## config.mk

```make
export PLATFORM = sky130hd
export DESIGN_NAME = sequence_generator
export DESIGN_NICKNAME = d
export VERILOG_FILES = /design/src/rtl/sequence_generator.sv
export SDC_FILE = /design/constraint.sdc
export NUM_CORES = 1
export LEC_CHECK = 0
export ABC_AREA = 1
export CORE_MARGIN = 1
export CORE_UTILIZATION = 40
export DETAILED_ROUTE_END_ITERATION = 8
export DONT_BUFFER_PORTS = 1
export PLACE_DENSITY_LB_ADDON = 0.08
export SKIP_CTS_REPAIR_TIMING = 1
export SLEW_MARGIN = 20
export SYNTH_ARGS = -nofsm -noshare
export SYNTH_HDL_FRONTEND = slang
export SYNTH_SLANG_ARGS = --single-unit
```

## constraint.sdc

```tcl
create_clock -name clk -period 3 [get_ports clk]
set_input_delay 0.6 -clock clk [delete_from_list [all_inputs] [get_ports clk]]
set_output_delay 0.6 -clock clk [all_outputs]
set_load 0.1 [all_outputs]
```

## src/rtl/sequence_generator.sv

```systemverilog
// Serial pattern transmitter: queues {pattern, repeat} entries in a small FIFO
// and shifts each entry out MSB first, back to back, with no idle gaps.
module sequence_generator #(
    parameter int   PAT_W    = 3,
    parameter int   DEPTH    = 4,
    parameter int   CNT_W    = 4,
    parameter logic IDLE_BIT = 1'b0
) (
    input  logic             clk,
    input  logic             reset,
    input  logic [PAT_W-1:0] pat_in,
    input  logic [CNT_W-1:0] rep_in,
    input  logic             pat_valid,
    output logic             pat_ready,
    input  logic             abort,
    output logic             x,
    output logic             x_valid,
    output logic             last,
    output logic             busy
);
    localparam int AW = (DEPTH > 1) ? $clog2(DEPTH) : 1;
    localparam int CW = $clog2(DEPTH) + 1;
    localparam int BW = (PAT_W > 1) ? $clog2(PAT_W) : 1;

    typedef enum logic {IDLE, SHIFT} state_t;

    state_t           state, state_n;
    logic [PAT_W-1:0] mem_pat [DEPTH];
    logic [CNT_W-1:0] mem_rep [DEPTH];
    logic [AW-1:0]    wptr, rptr;
    logic [CW-1:0]    count;
    logic [PAT_W-1:0] sr, sr_n, save, save_n;
    logic [BW-1:0]    bcnt, bcnt_n;
    logic [CNT_W-1:0] rcnt, rcnt_n;
    logic             x_n, x_valid_n, last_n;
    logic             push, pop, load;
    logic [PAT_W-1:0] head_pat;
    logic [CNT_W-1:0] head_rep;

    assign pat_ready = (count != CW'(DEPTH));
    assign push      = pat_valid & pat_ready & ~abort;
    assign busy      = (state != IDLE) || (count != '0);
    assign head_pat  = mem_pat[rptr];
    assign head_rep  = mem_rep[rptr];

    always_comb begin
        state_n   = state;
        sr_n      = sr;
        save_n    = save;
        bcnt_n    = bcnt;
        rcnt_n    = rcnt;
        x_n       = IDLE_BIT;
        x_valid_n = 1'b0;
        last_n    = 1'b0;
        pop       = 1'b0;
        load      = 1'b0;
        if (abort) begin
            state_n = IDLE;
        end else begin
            case (state)
                IDLE: begin
                    if (count != '0) load = 1'b1;
                end
                SHIFT: begin
                    if (bcnt != '0) begin
                        x_n       = sr[PAT_W-1];
                        sr_n      = sr << 1;
                        bcnt_n    = bcnt - BW'(1);
                        x_valid_n = 1'b1;
                        last_n    = (bcnt == BW'(1)) && (rcnt == '0);
                    end else if (rcnt != '0) begin
                        // Replay the saved pattern without a gap bit.
                        rcnt_n    = rcnt - CNT_W'(1);
                        sr_n      = save << 1;
                        x_n       = save[PAT_W-1];
                        bcnt_n    = BW'(PAT_W-1);
                        x_valid_n = 1'b1;
                        last_n    = (PAT_W == 1) && (rcnt == CNT_W'(1));
                    end else if (count != '0) begin
                        load = 1'b1;
                    end else begin
                        state_n = IDLE;
                    end
                end
                default: state_n = IDLE;
            endcase
        end
        if (load) begin
            pop       = 1'b1;
            state_n   = SHIFT;
            save_n    = head_pat;
            sr_n      = head_pat << 1;
            rcnt_n    = head_rep;
            bcnt_n    = BW'(PAT_W-1);
            x_n       = head_pat[PAT_W-1];
            x_valid_n = 1'b1;
            last_n    = (PAT_W == 1) && (head_rep == '0);
        end
    end

    always_ff @(posedge clk) begin
        if (reset) begin
            state   <= IDLE;
            sr      <= '0;
            save    <= '0;
            bcnt    <= '0;
            rcnt    <= '0;
            x       <= IDLE_BIT;
            x_valid <= 1'b0;
            last    <= 1'b0;
        end else begin
            state   <= state_n;
            sr      <= sr_n;
            save    <= save_n;
            bcnt    <= bcnt_n;
            rcnt    <= rcnt_n;
            x       <= x_n;
            x_valid <= x_valid_n;
            last    <= last_n;
        end
    end

    // FIFO bookkeeping; abort discards everything queued.
    always_ff @(posedge clk) begin
        if (reset || abort) begin
            wptr  <= '0;
            rptr  <= '0;
            count <= '0;
        end else begin
            if (push) wptr <= (wptr == AW'(DEPTH-1)) ? '0 : wptr + AW'(1);
            if (pop)  rptr <= (rptr == AW'(DEPTH-1)) ? '0 : rptr + AW'(1);
            case ({push, pop})
                2'b10:   count <= count + CW'(1);
                2'b01:   count <= count - CW'(1);
                default: count <= count;
            endcase
        end
    end

    always_ff @(posedge clk) begin
        if (push) begin
            mem_pat[wptr] <= pat_in;
            mem_rep[wptr] <= rep_in;
        end
    end

endmodule
```

==> impl_metrics.csv <==
group,metric,value,unit
status,status,"finished, final reports clean",
logic_synthesis,synth-xor-area-share,0.740,%
place,portBuffers,0,
power,leakagePower,1.02,nW
worst_setup_path,required,3.24,ns
logic_synthesis,synthFlopType,"edfxtp_1",
worst_setup_path,worstPathArrival,2.61,ns
place,place_congestion,0.777,
floorplanning,die_w,79.0,µm
place,post-place-ws,0.641,ns
floorplanning,ios,16,
global_route,grt_max_degree,19,
drt,wl_per_cell,13.7,µm
floorplanning,die_area,0.00623,mm²
global_route,grt_util_all_layers,15.5,%
timing,final.setup.tns,0,ns
global_route,grt_pass1_vias,1473,
logic_synthesis,synth_top_family_by_area,"simple AND/OR/NAND/NOR gates",
clock_network,cts_tree,"done",
power,vdd_ir_drop_max,0.192,mV
worst_setup_path,startpoint,"bcnt[1]$_SDFFE_PP0P_",
drt,drc,0,
place,detailed_place_hpwl,3.13,mm
timing,rsz0062_at_grt,"no",
logic_synthesis,synth_fp_nets,266,
place,dpl.cell_count,312,
final_layout,drive_gt1_share,11.7,%
worst_setup_path,cp_cell_sequence,"inv_1, ha_1, nand3_4, a21oi_4, ha_1, inv_1, fa_1, a21oi_1, o21a_1, o21ai_0, a21oi_1",
worst_setup_path,slowest_delay,0.38,ns
logic_synthesis,async_reset_ff_share,0,%
final_layout,fin_cells,320,
logic_synthesis,syn_avg_cell_area,9.71,µm²
global_route,grt_pass1_wl,7.22,mm
logic_synthesis,syn_inst,244,
power,power_per_cell_area,537,mW/mm²
floorplanning,core_area,0.00561,mm²
logic_synthesis,synth_edf_count,28,
drt,first_pass_iters,4,
global_route,gr-total-overflow,0,
logic_synthesis,synth_simple_gate_area_share,18.0,%
timing,finalCritPeriodShare,79.0,%
logic_synthesis,synth_fa_ha_area_share,6.13,%
logic_synthesis,synthesis.area,0.00237,mm²
worst_setup_path,slowest_stage,"fa_1",
min_path,hp-class,"in -> reg",
drt,num_vias,1524,
clock_network,cts.path.max_buffers,2,
timing,slew_headroom,37.2,%
logic_synthesis,synth_compound_area_share,11.9,%
clock_network,numClockSinks,52,
job,max_cap_violations,0,
worst_setup_path,end_kind,"flop",
logic_synthesis,yosys_warnings,0,
global_route,antenna_found_initial,0,
worst_setup_path,path_max_fanout,11,
drt,route.final.wire_length,4.38,mm
clock_network,path_clk_slew,0.10,ns
floorplanning,rows,27,
floorplanning,fp.dieH,79.0,µm
timing,hold_viol_final,0,
worst_setup_path,crit-reg2reg-launch,"bcnt[1]$_SDFFE_PP0P_",
timing,worstMarginPinSlew,0.941,ns
clock_network,cts_made_buffers,5,
drt,vias_per_cell,4.76,
logic_synthesis,synth.area.mux_share,0,%
drt,postRouteAntennaNets,0,
final_layout,syn_to_final_growth,6.39,%
clock_network,root_buffer,"clkbuf_8",
timing,final-setup-viol-count,0,
drt,drt-initial-drc-count,102,
logic_synthesis,ys_types,34,
clock_network,cts_htree_levels,2,
min_path,min-delay-start,"reset",
final_layout,n_antenna_cell,0,
logic_synthesis,ys_seq_elements,52,
timing,fmax,0.422,GHz
timing,maxSlewViolCount,0,
timing,worst_clock_skew,0.00863,ns
worst_setup_path,critPathKind,"reg -> reg",
timing,period_needed,2.37,ns
logic_synthesis,ys_seq_area_share,55.8,%
clock_network,clock_latency,0.31,ns
final_layout,final_net_count,269,
final_layout,fillers,571,
worst_setup_path,startpoint_type,"flop",
timing,setup_slack,0.629,ns
floorplanning,start_util,42.2,%
-- routing by layer --
metal	vias to the layer above	part of all wire (%)	global-route usage, %
li1	811	-	-
met1	692	52	21.4
met2	16	44	24.1
met3	5	3.2	4.25
met4	0	1.1	3.82
met5	-	0	0
-- state kept, by name, summed over array words and instances, names as in the netlist, named ones only --
| register | cells |
|---|---|
| rptr | 2 |
| x_valid | 1 |
| last | 1 |
| mem_pat | 12 |
| save | 3 |
| mem_rep | 16 |
| x | 1 |
| sr | 2 |
| rcnt | 4 |
| count | 3 |
| wptr | 2 |
| state | 1 |
| bcnt | 2 |
-- synthesized netlist by cell type (3+ instances only) --
master    instances  area (µm²)
a211oi_1          3        22.5
a21oi_1          14        70.1
dfxtp_1          24         480
edfxtp_1         28         841
ha_1             10         125
inv_1            30         113
inv_2             6        22.5
nand2_1          41         154
nand2_4           3        33.8
nand3_1          11        55.1
nor2_1           25        93.8
o21ai_0          14        70.1
o21ai_1           6        30.0
o22ai_1           4        25.0
-- critical path, delay by kind of cell, from the launching register on --
kind	cells	cell delay (ns)
simple gates	1	0.13
fa+ha+maj	3	0.88
buf+inv	2	0.15
flops	1	0.32
compound gates	5	0.81
-- logic make-up after synthesis --
group | after synthesis
buf+inv | 41
xor+xnor | 2
compound gates | 48
flops | 52
simple gates | 90
fa+ha+maj | 11
-- final cells by class --
cell class | count | area, µm² | area share, %
flip-flops and latches | 52 | 1320 | 52.4
multi-input cells | 151 | 872 | 34.6
inverters | 36 | 135 | 5.36
well taps | 72 | 90.1 | 3.57
clock buffers | 5 | 68.8 | 2.73
clock inverters | 3 | 25.0 | 0.993
repair buffers | 1 | 7.51 | 0.298
-- per-stage QoR --
step | power [W] | hold slack (ns) | area, µm² | util, %
floorplan | 0.000929 | 0.444 | 2370 | -
global placement | 0.000955 | 0.458 | 2430 | 43.3
detailed placement | 0.000954 | 0.459 | 2430 | 43.3
CTS | 0.00137 | 0.331 | 2520 | 44.9
global route | 0.00142 | 0.321 | 2520 | 44.9
finish | 0.00135 | 0.338 | 2520 | 44.9
-- cells in the final DEF (no fill, tap or decap), drive strengths merged --
cell type  instances
nor2              28
o211a              1
clkbuf             5
nand3             14
a21oi             17
a31oi              1
edfxtp            28
or2                1
nor4b              1
o211ai             1
nand3b             1
ha                10
nand2             45
o21a               1
o22ai              4
clkinvlp           1
xor2               1
a211oi             3
o21ai             20
dfxtp             24
inv               38
xnor2              1
buf                1
fa                 1
-- power by group --
part | switching (W) | total, W | internal, W
Combinational | 0.000101 | 0.000148 | 0.0000466
Sequential | 0.0000195 | 0.000789 | 0.000769
Clock | 0.000246 | 0.000417 | 0.000170
-- final timing paths --
path                                 to  slack (ns)  cells past startpoint
setup / recovery  count[2]$_SDFFE_PP0P_        0.63                     11
hold / removal     rcnt[2]$_SDFFE_PP0P_        0.34                      1
setup reg to reg  count[2]$_SDFFE_PP0P_        0.63                     11
hold reg to reg    save[1]$_SDFFE_PP0P_        0.47                      2
No activity file was read; power rests on OpenSTA's default activity.
